`src/rtl/alu_bist_if.sv`:
```
// Link between the BIST engine and the 8-bit signed ALU it exercises.
interface alu_bist_if;
    logic       alu_enable_out;
    logic [2:0] alu_opcode_out;
    logic [7:0] alu_input1_out;
    logic [7:0] alu_input2_out;
    logic [7:0] alu_result_in;

    // Engine side: drives the ALU, listens to its result
    modport master (
        output alu_enable_out, alu_opcode_out, alu_input1_out, alu_input2_out,
        input  alu_result_in
    );

    // ALU side
    modport slave (
        input  alu_enable_out, alu_opcode_out, alu_input1_out, alu_input2_out,
        output alu_result_in
    );
endinterface

```
`src/rtl/alu_bist_engine.sv`:
```
// Built-in self-test engine for the 8-bit signed ALU. Sweeps every A/B pair for
// each enabled opcode, checks the ALU result against a golden model carried
// down a latency-matched pipeline, and records pass/fail plus the first bad vector.
module alu_bist_engine #(
    parameter int ALU_LATENCY = 1,
    parameter int ERR_W       = 16
) (
    input  logic             clock_in,
    input  logic             reset_in,
    input  logic             start_in,
    input  logic             abort_in,
    input  logic [4:0]       op_mask_in,
    alu_bist_if.master       alu,
    output logic             busy_out,
    output logic             done_out,
    output logic             pass_out,
    output logic [ERR_W-1:0] error_count_out,
    output logic             fail_valid_out,
    output logic [2:0]       fail_opcode_out,
    output logic [7:0]       fail_a_out,
    output logic [7:0]       fail_b_out,
    output logic [7:0]       fail_got_out,
    output logic [7:0]       fail_exp_out
);
    typedef enum logic [1:0] {S_IDLE, S_RUN, S_DRAIN, S_DONE} state_t;

    // Every registered output lives here so reset/abort/start can clear it in one go
    typedef struct packed {
        logic             busy;
        logic             done;
        logic             pass;
        logic [2:0]       op;
        logic [7:0]       a;
        logic [7:0]       b;
        logic [ERR_W-1:0] err;
        logic             fvld;
        logic [2:0]       fop;
        logic [7:0]       fa, fb, fgot, fexp;
    } regs_t;

    // One in-flight vector: its identity and the result the ALU should return
    typedef struct packed {
        logic       vld;
        logic [2:0] op;
        logic [7:0] a, b, exp;
    } stage_t;

    state_t                   r_state;
    logic [4:0]               r_mask;
    logic [2:0]               r_drain;
    regs_t                    r_q;
    stage_t [ALU_LATENCY-1:0] r_pipe;

    stage_t     w_head;
    stage_t     w_tail;
    logic [3:0] w_first;
    logic [3:0] w_next;
    logic       w_last;
    logic       w_mis;

    // Low 8 bits of a product do not depend on signedness, so a plain 8-bit
    // multiply gives the signed result's low byte.
    function automatic logic [7:0] golden(input logic [2:0] op, input logic [7:0] a, input logic [7:0] b);
        case (op)
            3'd0:    golden = a + b;
            3'd1:    golden = a - b;
            3'd2:    golden = a * b;
            3'd3:    golden = {7'd0, a == b};
            3'd4:    golden = {7'd0, $signed(a) > $signed(b)};
            default: golden = 8'h00;
        endcase
    endfunction

    // Lowest enabled opcode >= from; bit 3 set means none left
    function automatic logic [3:0] first_op(input logic [4:0] m, input int from);
        first_op = 4'b1000;
        for (int i = 4; i >= 0; i--)
            if (m[i] && i >= from) first_op = {1'b0, i[2:0]};
    endfunction

    assign w_first = first_op(op_mask_in, 0);
    assign w_next  = first_op(r_mask, int'(r_q.op) + 1);
    assign w_last  = (r_q.a == 8'h7F) && (r_q.b == 8'h7F) && w_next[3];
    assign w_tail  = r_pipe[ALU_LATENCY-1];
    assign w_mis   = w_tail.vld && (alu.alu_result_in != w_tail.exp);

    // Expected value for the vector currently on the ALU inputs
    always_comb begin
        w_head     = '0;
        w_head.vld = (r_state == S_RUN);
        w_head.op  = r_q.op;
        w_head.a   = r_q.a;
        w_head.b   = r_q.b;
        w_head.exp = golden(r_q.op, r_q.a, r_q.b);
    end

    // Sequencer FSM, golden pipeline and checker; abort acts as a synchronous clear
    always_ff @(posedge clock_in or negedge reset_in) begin
        if (!reset_in) begin
            r_state <= S_IDLE;
            r_mask  <= '0;
            r_drain <= '0;
            r_q     <= '0;
            r_pipe  <= '0;
        end else if (abort_in) begin
            r_state <= S_IDLE;
            r_mask  <= '0;
            r_drain <= '0;
            r_q     <= '0;
            r_pipe  <= '0;
        end else begin
            r_pipe[0] <= w_head;
            for (int i = 1; i < ALU_LATENCY; i++) r_pipe[i] <= r_pipe[i-1];

            if (w_mis) begin
                if (r_q.err != '1) r_q.err <= r_q.err + ERR_W'(1);
                if (!r_q.fvld) begin
                    r_q.fvld <= 1'b1;
                    r_q.fop  <= w_tail.op;
                    r_q.fa   <= w_tail.a;
                    r_q.fb   <= w_tail.b;
                    r_q.fgot <= alu.alu_result_in;
                    r_q.fexp <= w_tail.exp;
                end
            end

            case (r_state)
                S_IDLE, S_DONE: begin
                    if (start_in) begin
                        r_mask <= op_mask_in;
                        r_q    <= '0;
                        r_q.a  <= 8'h80;
                        r_q.b  <= 8'h80;
                        r_q.op <= w_first[2:0];
                        if (w_first[3]) begin
                            r_state  <= S_DONE;
                            r_q.done <= 1'b1;
                            r_q.pass <= 1'b1;
                        end else begin
                            r_state  <= S_RUN;
                            r_q.busy <= 1'b1;
                        end
                    end
                end
                S_RUN: begin
                    if (w_last) begin
                        r_state <= S_DRAIN;
                        r_drain <= 3'(ALU_LATENCY);
                    end else begin
                        r_q.b <= r_q.b + 8'd1;
                        if (r_q.b == 8'h7F) begin
                            r_q.a <= r_q.a + 8'd1;
                            if (r_q.a == 8'h7F) r_q.op <= w_next[2:0];
                        end
                    end
                end
                S_DRAIN: begin
                    // Held one edge past the last check so pass sees the final count
                    if (r_drain == '0) begin
                        r_state  <= S_DONE;
                        r_q.busy <= 1'b0;
                        r_q.done <= 1'b1;
                        r_q.pass <= (r_q.err == '0) && !w_mis;
                    end else begin
                        r_drain <= r_drain - 3'd1;
                    end
                end
                default: r_state <= S_IDLE;
            endcase
        end
    end

    assign alu.alu_enable_out = r_q.busy;
    assign alu.alu_opcode_out = r_q.op;
    assign alu.alu_input1_out = r_q.a;
    assign alu.alu_input2_out = r_q.b;
    assign busy_out           = r_q.busy;
    assign done_out           = r_q.done;
    assign pass_out           = r_q.pass;
    assign error_count_out    = r_q.err;
    assign fail_valid_out     = r_q.fvld;
    assign fail_opcode_out    = r_q.fop;
    assign fail_a_out         = r_q.fa;
    assign fail_b_out         = r_q.fb;
    assign fail_got_out       = r_q.fgot;
    assign fail_exp_out       = r_q.fexp;
endmodule
```
`src/flat_wrapper.sv`:
```
// flat-port wrapper written by rule: the top's interface ports become plain ports
module alu_bist_engine_flat 
#(
    parameter int ALU_LATENCY = 1,
    parameter int ERR_W       = 16
)
  (clock_in, reset_in, start_in, abort_in, op_mask_in, busy_out, done_out, pass_out, error_count_out, fail_valid_out, fail_opcode_out, fail_a_out, fail_b_out, fail_got_out, fail_exp_out, alu_alu_enable_out, alu_alu_opcode_out, alu_alu_input1_out, alu_alu_input2_out, alu_alu_result_in);
  alu_bist_if alu_i ();
  input  logic clock_in;
  input  logic reset_in;
  input  logic start_in;
  input  logic abort_in;
  input  logic [4:0] op_mask_in;
  output logic busy_out;
  output logic done_out;
  output logic pass_out;
  output logic [ERR_W-1:0] error_count_out;
  output logic fail_valid_out;
  output logic [2:0] fail_opcode_out;
  output logic [7:0] fail_a_out;
  output logic [7:0] fail_b_out;
  output logic [7:0] fail_got_out;
  output logic [7:0] fail_exp_out;
  output wire logic [$bits(alu_i.alu_enable_out)-1:0] alu_alu_enable_out;
  output wire logic [$bits(alu_i.alu_opcode_out)-1:0] alu_alu_opcode_out;
  output wire logic [$bits(alu_i.alu_input1_out)-1:0] alu_alu_input1_out;
  output wire logic [$bits(alu_i.alu_input2_out)-1:0] alu_alu_input2_out;
  input wire logic [$bits(alu_i.alu_result_in)-1:0] alu_alu_result_in;
  assign alu_alu_enable_out = alu_i.alu_enable_out;
  assign alu_alu_opcode_out = alu_i.alu_opcode_out;
  assign alu_alu_input1_out = alu_i.alu_input1_out;
  assign alu_alu_input2_out = alu_i.alu_input2_out;
  assign alu_i.alu_result_in = alu_alu_result_in;
  alu_bist_engine #(.ALU_LATENCY(ALU_LATENCY), .ERR_W(ERR_W)) u_core (.clock_in(clock_in), .reset_in(reset_in), .start_in(start_in), .abort_in(abort_in), .op_mask_in(op_mask_in), .alu(alu_i), .busy_out(busy_out), .done_out(done_out), .pass_out(pass_out), .error_count_out(error_count_out), .fail_valid_out(fail_valid_out), .fail_opcode_out(fail_opcode_out), .fail_a_out(fail_a_out), .fail_b_out(fail_b_out), .fail_got_out(fail_got_out), .fail_exp_out(fail_exp_out));
endmodule
```
`config.mk`:
```
export PLATFORM = sky130hd
export DESIGN_NAME = alu_bist_engine_flat
export DESIGN_NICKNAME = d
export VERILOG_FILES = /design/src/rtl/alu_bist_if.sv /design/src/rtl/alu_bist_engine.sv /design/src/flat_wrapper.sv
export SDC_FILE = /design/constraint.sdc
export NUM_CORES = 1
export LEC_CHECK = 0
export BUFFER_PORTS_ARGS = -buffer_cell sky130_fd_sc_hd__buf_2
export CORE_MARGIN = 10
export CORE_UTILIZATION = 30
export CTS_CLUSTER_SIZE = 14
export DETAILED_ROUTE_END_ITERATION = 16
export SYNTH_ARGS = -nofsm -noshare
export SYNTH_HDL_FRONTEND = slang
export SYNTH_SLANG_ARGS = --single-unit
```
`constraint.sdc`:
```
create_clock -name clock_in -period 5.5 [get_ports clock_in]
set_clock_uncertainty 0.05 [all_clocks]
set_input_delay 0.825 -clock clock_in [delete_from_list [all_inputs] [get_ports clock_in]]
set_output_delay 0.825 -clock clock_in [all_outputs]
set_load 0.01 [all_outputs]
```
==> results of run 1 <==
sequential cells by signal, summed over array words and instances (netlist names):
name	count
u_core.fail_opcode_out	3
u_core.r_pipe	28
u_core.fail_valid_out	1
u_core.done_out	1
u_core.alu.alu_input2_out	8
u_core.fail_got_out	8
u_core.fail_a_out	8
u_core.alu.alu_enable_out	1
u_core.fail_exp_out	8
u_core.fail_b_out	8
u_core.r_mask	5
u_core.alu.alu_input1_out	8
u_core.r_state	2
u_core.pass_out	1
u_core.alu.alu_opcode_out	3
u_core.error_count_out	16
u_core.r_drain	3
metrics by stage:
| step | total power, µW | utilization | cell area, µm² |
|---|---|---|---|
| 2_1_floorplan | 1410 | - | 6950 |
| 3_3_place_gp | 1630 | 0.338 | 7670 |
| 3_5_place_dp | 1630 | 0.338 | 7670 |
| 4_1_cts | 2310 | 0.350 | 7960 |
| 5_1_grt | 2420 | 0.350 | 7960 |
| 6_report | 2280 | 0.351 | 7960 |
power groups by stage:
stage	clock [µW]	combinational, µW	sequential (µW)
2_1_floorplan	0	456	957
3_3_place_gp	0	666	961
3_5_place_dp	0	670	964
4_1_cts	685	673	947
5_1_grt	715	749	958
6_report	665	665	946
cell usage after synthesis (9+ instances only):
| cell type | number |
|---|---|
| nand2_1 | 124 |
| dfrtp_1 | 112 |
| a21oi_1 | 63 |
| nor2_1 | 60 |
| inv_1 | 58 |
| ha_1 | 47 |
| xnor2_1 | 33 |
| clkbuf_1 | 32 |
| nand3_1 | 21 |
| nor2b_1 | 16 |
| and2_1 | 15 |
| o21ai_0 | 15 |
| fa_1 | 14 |
| nor3_1 | 14 |
| nand4_1 | 11 |
| nor4_1 | 11 |
| or3_1 | 9 |
cell families (layout without fill, tap and decap cells):
family	after synthesis	after routing	synth area share
multiplexers	7	7	0.0108
flip-flops	112	112	0.403
adder cells (fa/ha/maj)	61	61	0.125
XOR/XNOR	40	40	0.0564
buffers and inverters	97	173	0.0535
AND/OR/NAND/NOR	309	309	0.211
AO/OA/AOI/OAI	149	149	0.140
other	0	3	0
layer usage:
layer	vias to the layer above	GRT usage
met5	-	0
met4	2	0.0307
met3	20	0.0369
met2	141	0.205
met1	2759	0.183
li1	2810	-
worst max-delay path, stage by stage (launching register included):
cell     delay (ps)
dfrtp_1         590
ha_1            300
inv_1           110
fa_1            520
inv_1            50
ha_1            270
inv_1            50
fa_1            510
fa_1            440
xor2_1          180
xnor3_1         320
xnor3_1         410
xnor3_1         210
nand2_1          70
a31oi_1          70
final timing paths:
check / startpoint / slack (ps) / depth (start not counted) / end
min in group asynchronous: reset_in / 540 / 1 / u_core.fail_got_out[5]
max: u_core.alu.alu_input1_out[3] / 1240 / 14 / u_core.r_pipe[7]
max reg2reg: u_core.alu.alu_input1_out[3] / 1240 / 14 / u_core.r_pipe[7]
min reg2reg: u_core.r_pipe[26] / 450 / 2 / u_core.fail_opcode_out[2]
max in group asynchronous: reset_in / 3770 / 2 / u_core.r_drain[2]
min: u_core.r_pipe[26] / 450 / 2 / u_core.fail_opcode_out[2]
cell type report:
| class | instances | area (µm²) | share of cell area |
|---|---|---|---|
| repair buffers | 97 | 503 | 0.0632 |
| inverters | 60 | 225 | 0.0283 |
| diodes | 3 | 7.51 | 0.000943 |
| flip-flops and latches | 112 | 2800 | 0.352 |
| clock inverters | 6 | 51.3 | 0.00644 |
| multi-input cells | 566 | 3780 | 0.474 |
| well taps | 285 | 357 | 0.0448 |
| clock buffers | 10 | 239 | 0.0300 |
==> impl_metrics.json, run 1 <==
{
  "timing.final.crit_period_ps": 4260,
  "syn_area_per_cell_um2": 8.97,
  "synth_nets": 853,
  "seqPwrFrac": 0.416,
  "synth_edf_count": 0,
  "nNetsFinal": 924,
  "fp.dieW_um": 172,
  "first_pass_iters": 6,
  "wl_met3_um": 1360,
  "cts_root_buffer": "clkbuf_16",
  "combPwrFrac": 0.292,
  "max_freq_mhz": 235,
  "start_kind": "flip-flop",
  "cts_resized": 0,
  "rsz0062_at_grt": "no",
  "tns_ps": 0,
  "max_slew_margin": 0.300,
  "via_per_inst": 5.03,
  "cts_tree": "yes",
  "core-area_um2": 22700,
  "final_layout_size_suffix_gt1_frac": 0.149,
  "irDropWorstVdd_uv": 137,
  "synth.largest_area_cell": "dfrtp_1",
  "routed_wl_um": 19600,
  "grt-ovfl-total": 0,
  "track_usage": 0.134,
  "fin_cells": 1139,
  "endpoint_kind": "flip-flop",
  "p_leak_uw": 0.00369,
  "yosysUniqueCellTypes": 65,
  "gp_congestion": 0.890,
  "crit_fanout": 13,
  "period_share": 0.775,
  "synth-async-reset-ratio": 1.00,
  "antenna_found_initial": 4,
  "io_pins": 92,
  "cts_setup_buffers": 0,
  "syn-cell-area_um2": 6950,
  "port_buffers": 91,
  "synth_top_area_frac": 0.403,
  "slew_viol_final": 0,
  "final_cell_mix": "nand2_1, dfrtp_1, buf_2",
  "critical_path_required_ps": 5690,
  "dr_total_vias": 5732,
  "clk_transition_reported_paths_ps": 80,
  "dr.first_iter.drc_count": 532,
  "grt_pass1_vias": 5648,
  "area_growth_pct": 14.6,
  "timing.final.ws_setup_ps": 1240,
  "clock_power_share": 0.292,
  "dp_cells": 1120,
  "post_drt_wl_per_cell_um": 17.2,
  "die-height_um": 172,
  "wl_met1_um": 9270,
  "seq_area_frac_synth": 0.403,
  "final_common_cell": "nand2_1",
  "place_ws_ps": 1240,
  "synth_seq_cells": 112,
  "cts-buffers-inserted": 9,
  "p_sw_uw": 850,
  "ys_top_cells_by_area": "dfrtp_1, ha_1, nand2_1",
  "grt_max_degree": 77,
  "ys.flop_type": "dfrtp_1",
  "grt_pass1_wl_um": 31600,
  "setup_viol": 0,
  "dieArea_um2": 29600,
  "yosysWarnings": 0,
  "swShare": 0.373,
  "status": "completed",
  "tightest_slew_ps": 1050,
  "row_count": 55,
  "syn_inst": 775,
  "p_per_area_nw_per_um2": 286,
  "clock-sinks": 112,
  "crit_type": "reg -> reg",
  "fillers": 2322,
  "finalHoldViolCount": 0,
  "dp_hpwl_um": 14300,
  "maxUsedRoutingLayer": "met5",
  "drc": 0,
  "crit_arrival_ps": 4460,
  "min_path_type": "reg -> reg",
  "insertion_delay_ps": 360,
  "maxCapViolCount": 0,
  "start_util": 0.306,
  "p_int_uw": 1430,
  "dr_wl_met2_um": 8730,
  "clockBufferDepth": 2,
  "hold_buffers": 0,
  "whs_ps": 447,
  "ant_nets": 0,
  "htreeDepth": 3
}
(Power assumes the default switching activity.)
==> run 2: changes to the inputs <==
ABC_AREA = 1   (was default)
clock period = 4.46 ns   (was 5.5 ns; I/O delays follow)
==> impl_metrics.json, run 2 <==
{
  "status": "completed",
  "dr_total_vias": 6591,
  "tns_ps": 0,
  "final_cell_mix": "nand2_1, nor2_1, inv_1",
  "cts_setup_buffers": 0,
  "slew_viol_final": 0,
  "rsz0062_at_grt": "no",
  "track_usage": 0.136,
  "period_share": 0.867,
  "crit_type": "reg -> reg",
  "dp_hpwl_um": 15900,
  "final_layout_size_suffix_gt1_frac": 0.141,
  "ys.flop_type": "dfrtp_1",
  "clk_transition_reported_paths_ps": 80,
  "area_growth_pct": 14.5,
  "drc": 0,
  "use_met3": 0.0277,
  "endpoint_kind": "flip-flop",
  "timing.final.ws_setup_ps": 592,
  "synth-xor-area-share": 0.0250,
  "clockBufferDepth": 2,
  "crit_fanout": 10,
  "synth_seq_cells": 112,
  "insertion_delay_ps": 360,
  "path_depth": 15,
  "dp_cells": 1370,
  "p_per_area_nw_per_um2": 402,
  "syn_inst": 975,
  "io_pins": 92,
  "crit_slowest_cell": "dfrtp_1",
  "routed_wl_um": 21100,
  "final_common_cell": "nand2_1",
  "cts_tree": "yes",
  "start_kind": "flip-flop",
  "postLayoutCellArea_um2": 8430,
  "synthAdderAreaFrac": 0.118,
  "min_path_type": "in -> async",
  "place_ws_ps": 605,
  "r2r-start": "u_core.alu.alu_input2_out[2]",
  "synth_top_family_by_area": "simple AND/OR/NAND/NOR gates",
  "max_slew_margin": 0.198,
  "slowest_delay_ps": 520,
  "antenna_found_initial": 0,
  "fp.dieW_um": 177,
  "grt_max_degree": 50,
  "p_leak_uw": 0.00465,
  "crit_arrival_ps": 4050,
  "gp_congestion": 0.888,
  "regMostFlops": "u_core.r_pipe",
  "cts_root_buffer": "clkbuf_16",
  "syn-cell-area_um2": 7370,
  "cts-buffers-inserted": 9,
  "fin_cells": 1386,
  "synth-async-reset-ratio": 1.00,
  "synth.top_cells.by_count": "nand2_1, nor2_1, inv_1",
  "first_pass_iters": 6,
  "cts_resized": 0,
  "ant_nets": 0,
  "cp.buffers_inverters": 2,
  "grtUsageMet1": 0.183,
  "post_drt_wl_per_cell_um": 15.2,
  "synth.largest_area_cell": "dfrtp_1",
  "htreeDepth": 3,
  "via_per_inst": 4.76,
  "synthSimpleGateAreaFrac": 0.262,
  "ys_top_cells_by_area": "dfrtp_1, nand2_1, nor2_1",
  "clock-sinks": 112,
  "timing.final.crit_period_ps": 3870,
  "top_usage_layer": "met2",
  "synth_edf_count": 0,
  "cp_top_family": "adder cells",
  "grt_use_met2": 0.210,
  "irDropWorstVdd_uv": 211,
  "seq_area_frac_synth": 0.380,
  "grt-ovfl-total": 0,
  "max_freq_mhz": 259,
  "muxShareOfSynthArea": 0,
  "r2r_cells": 15,
  "start_util": 0.304,
  "synth_nets": 1053,
  "yosysWarnings": 0,
  "core-area_um2": 24200,
  "critical_path_required_ps": 4640,
  "row_count": 57,
  "diodes": 0,
  "path_cells": "ha_1 -> fa_1 -> fa_1 -> ha_1 -> inv_1 -> fa_1 -> inv_1 -> ha_1 -> nand2_1 -> nand2_1 -> a31oi_1 -> xor2_1 -> o21ai_0 -> a21oi_1 -> nor2_1",
  "grt_pass1_vias": 6456,
  "startpoint": "u_core.alu.alu_input2_out[2]",
  "setup_viol": 0,
  "hold_buffers": 0,
  "yosysMostFrequentCell": "nand2_1",
  "die-height_um": 177,
  "largest_reg_flops": 28,
  "synth_compound_area_frac": 0.111,
  "dieArea_um2": 31200,
  "synth_top_area_frac": 0.380,
  "grt_pass1_wl_um": 34600,
  "yosysUniqueCellTypes": 46,
  "maxCapViolCount": 0,
  "nNetsFinal": 1135,
  "finalHoldViolCount": 0,
  "port_buffers": 91,
  "place_area_um2": 8140,
  "syn_area_per_cell_um2": 7.56,
  "dr.first_iter.drc_count": 579,
  "postLayoutCoreUtil": 0.348,
  "tightest_slew_ps": 1200
}
run 2: changes by cell type after synthesis, sizes merged, moves of 14 or more:
| cell | delta |
|---|---|
| nand3 | +34 |
| clkbuf | -20 |
| nand2 | +56 |
| xnor2 | -29 |
| nor2b | -16 |
| a21oi | -25 |
| o21ai | +73 |
| and2 | -14 |
| inv | +99 |
| nor2 | +101 |
run 2: logic make-up after synthesis:
| kind of cell | after synthesis |
|---|---|
| adders and majority gates | 61 |
| and+or+nand+nor | 445 |
| buffers and inverters | 188 |
| AOI/OAI and AO/OA | 148 |
| xor gates and xnor gates | 21 |
| DFF | 112 |
run 2: power breakdown:
group	total, µW	internal (µW)	switching, µW	leakage, µW
clock	825	399	425	0.000149
combinational	1240	388	849	0.00297
sequential	1330	1170	159	0.00154
total	3390	1960	1430	0.00465
run 2: worst reg2reg max path, stage by stage (launching register included):
cell	delay, ps
dfrtp_1	520
ha_1	320
fa_1	420
fa_1	490
ha_1	290
inv_1	50
fa_1	520
inv_1	40
ha_1	320
nand2_1	80
nand2_1	50
a31oi_1	160
xor2_1	170
o21ai_0	90
a21oi_1	120
nor2_1	50
run 2: final cells by class:
class                   count  area (µm²)
clock inverters             7        72.6
clock buffers               9         225
fillers                  2579       15800
flip-flops and latches    112        2800
repair buffers            101         533
inverters                 158         596
multi-input cells         675        3800
well taps                 324         405
run 2: through the flow:
| stage | power [µW] | hold WS [ps] |
|---|---|---|
| 3_5_place_dp | 2590 | 415 |
| 2_1_floorplan | 2180 | 323 |
| 4_1_cts | 3430 | 311 |
| 6_report | 3390 | 284 |
| 5_1_grt | 3680 | 338 |
| 3_3_place_gp | 2580 | 412 |
run 2: per-layer routing:
| layer | wire length (µm) | up-vias |
|---|---|---|
| li1 | - | 3252 |
| met1 | 9850 | 3120 |
| met2 | 9280 | 183 |
| met3 | 1370 | 36 |
| met4 | 605 | 0 |
| met5 | 0 | - |
run 2: path summary, 6_finish.rpt:
path                                                   to  slack, ps
max in group asynchronous            u_core.fail_b_out[5]       3140
worst min-delay path            u_core.alu.alu_enable_out        280
worst max register to register           u_core.r_pipe[6]        590
worst min register to register       u_core.fail_a_out[5]        430
worst max-delay path                     u_core.r_pipe[6]        590
min in group clock_in                u_core.fail_a_out[5]        430
==> run 3: changes to the inputs <==
CORE_UTILIZATION = 55   (was 30)
PLACE_DENSITY = 0.76   (was default)
==> impl_metrics.json, run 3 (synthesized netlist as in run 2, its figures left out) <==
{
  "period_share": 0.882,
  "clock-sinks": 112,
  "status": "completed",
  "routed_wl_um": 19600,
  "port_buffers": 91,
  "irDropWorstVdd_uv": 276,
  "max_freq_mhz": 254,
  "track_usage": 0.214,
  "grt_pass1_wl_um": 32000,
  "die-height_um": 136,
  "start_util": 0.559,
  "dr.first_iter.drc_count": 698,
  "tightest_slew_ps": 1110,
  "setup_viol": 0,
  "cts-buffers-inserted": 9,
  "dieArea_um2": 18400,
  "min_path_type": "in -> async",
  "max_slew_margin": 0.260,
  "clockBufferDepth": 2,
  "power_uw": 3510,
  "slowest_delay_ps": 540,
  "dr_total_vias": 6734,
  "area_growth_pct": 12.6,
  "fp.dieW_um": 136,
  "finalHoldViolCount": 0,
  "crit_type": "reg -> reg",
  "tns_ps": 0,
  "start_kind": "flip-flop",
  "first_pass_iters": 7,
  "path_cells": "ha_1 -> fa_1 -> fa_1 -> ha_1 -> inv_1 -> fa_1 -> inv_1 -> ha_1 -> nand2_1 -> nand2_1 -> a31oi_1 -> xor2_1 -> o21ai_0 -> a21oi_1 -> nor2_1",
  "maxCapViolCount": 0,
  "dp_hpwl_um": 14500,
  "nNetsFinal": 1134,
  "diodes": 0,
  "row_count": 42,
  "grt-ovfl-total": 0,
  "crit_arrival_ps": 4100,
  "crit_slowest_cell": "fa_1",
  "final_layout_size_suffix_gt1_frac": 0.139,
  "final_common_cell": "nand2_1",
  "grt_pass1_vias": 6342,
  "clk_transition_reported_paths_ps": 70,
  "gp_congestion": 0.999,
  "regMostFlops": "u_core.r_pipe",
  "cts_setup_buffers": 0,
  "cts_root_buffer": "clkbuf_16",
  "p_leak_uw": 0.00467,
  "hold_buffers": 0,
  "p_per_area_nw_per_um2": 423,
  "drc": 0,
  "slew_viol_final": 0,
  "endpoint_kind": "flip-flop",
  "insertion_delay_ps": 360,
  "io_pins": 92,
  "crit_fanout": 10,
  "post_drt_wl_per_cell_um": 15.8,
  "cts_tree": "yes",
  "core-area_um2": 13200,
  "cts_resized": 0,
  "ant_nets": 0,
  "htreeDepth": 3,
  "antenna_found_initial": 0,
  "rsz0062_at_grt": "no",
  "grt_max_degree": 71,
  "largest_reg_flops": 28,
  "critical_path_required_ps": 4620,
  "via_per_inst": 5.44,
  "timing.final.crit_period_ps": 3930,
  "final_cell_mix": "nand2_1, nor2_1, inv_1"
}
## run 3: cell count changes in the layout (fill, tap and decap cells not counted)
cell	previous run	this run
clkbuf_1	0	1
clkinv_2	1	0
inv_6	1	2
clkinv_4	1	0
bufinv_16	0	3
inv_8	3	0
buf_4	11	10
## run 3: final cells by class
cell class	count	area (µm²)
Inverter	158	596
Timing Repair Buffer	100	526
Tap cell	176	220
Multi-Input combinational cell	675	3800
Fill cell	1205	4890
Sequential cell	112	2800
Clock inverter	6	124
Clock buffer	10	229
## run 3: routing by layer
layer  GRT usage  vias to the layer above  share of wire
met5           0                        -              0
met3      0.0490                       38          0.083
met2       0.326                      268           0.45
met4      0.0694                        0          0.022
li1            -                     3271              -
met1       0.292                     3157           0.44
## run 3: critical path: cells and delay by family, from the launching register on
family | cells | cell delay, ps
simple gates | 3 | 190
flops | 1 | 520
fa+ha+maj | 6 | 2370
buf+inv | 2 | 100
compound gates | 3 | 390
xor+xnor | 1 | 170
## run 3: metrics by stage
stage	hold WS, ps	util	std cells	area, µm²	setup slack, ps
after floorplan	323	-	975	7370	755
after global placement	412	0.602	1221	7940	680
after detailed placement	417	0.602	1221	7940	547
after CTS	414	0.629	1237	8300	524
after global routing	432	0.629	1237	8300	216
final	376	0.629	1237	8300	526
## run 3: final timing paths
check	startpoint	endpoint	slack, ps	cells past startpoint
max in group asynchronous	reset_in	u_core.error_count_out[6]	3140	2
setup reg to reg	u_core.alu.alu_input2_out[2]	u_core.r_pipe[6]	530	15
setup / recovery	u_core.alu.alu_input2_out[2]	u_core.r_pipe[6]	530	15
hold / removal	reset_in	u_core.fail_exp_out[6]	380	1
min in group clock_in	u_core.r_pipe[8]	u_core.fail_b_out[0]	430	2
hold reg to reg	u_core.r_pipe[8]	u_core.fail_b_out[0]	430	2
## run 3: power breakdown
part           internal, µW  total, µW  switching, µW
registers              1170       1330            159
clock network           558        946            387
logic                   386       1230            844
total                  2120       3510           1390
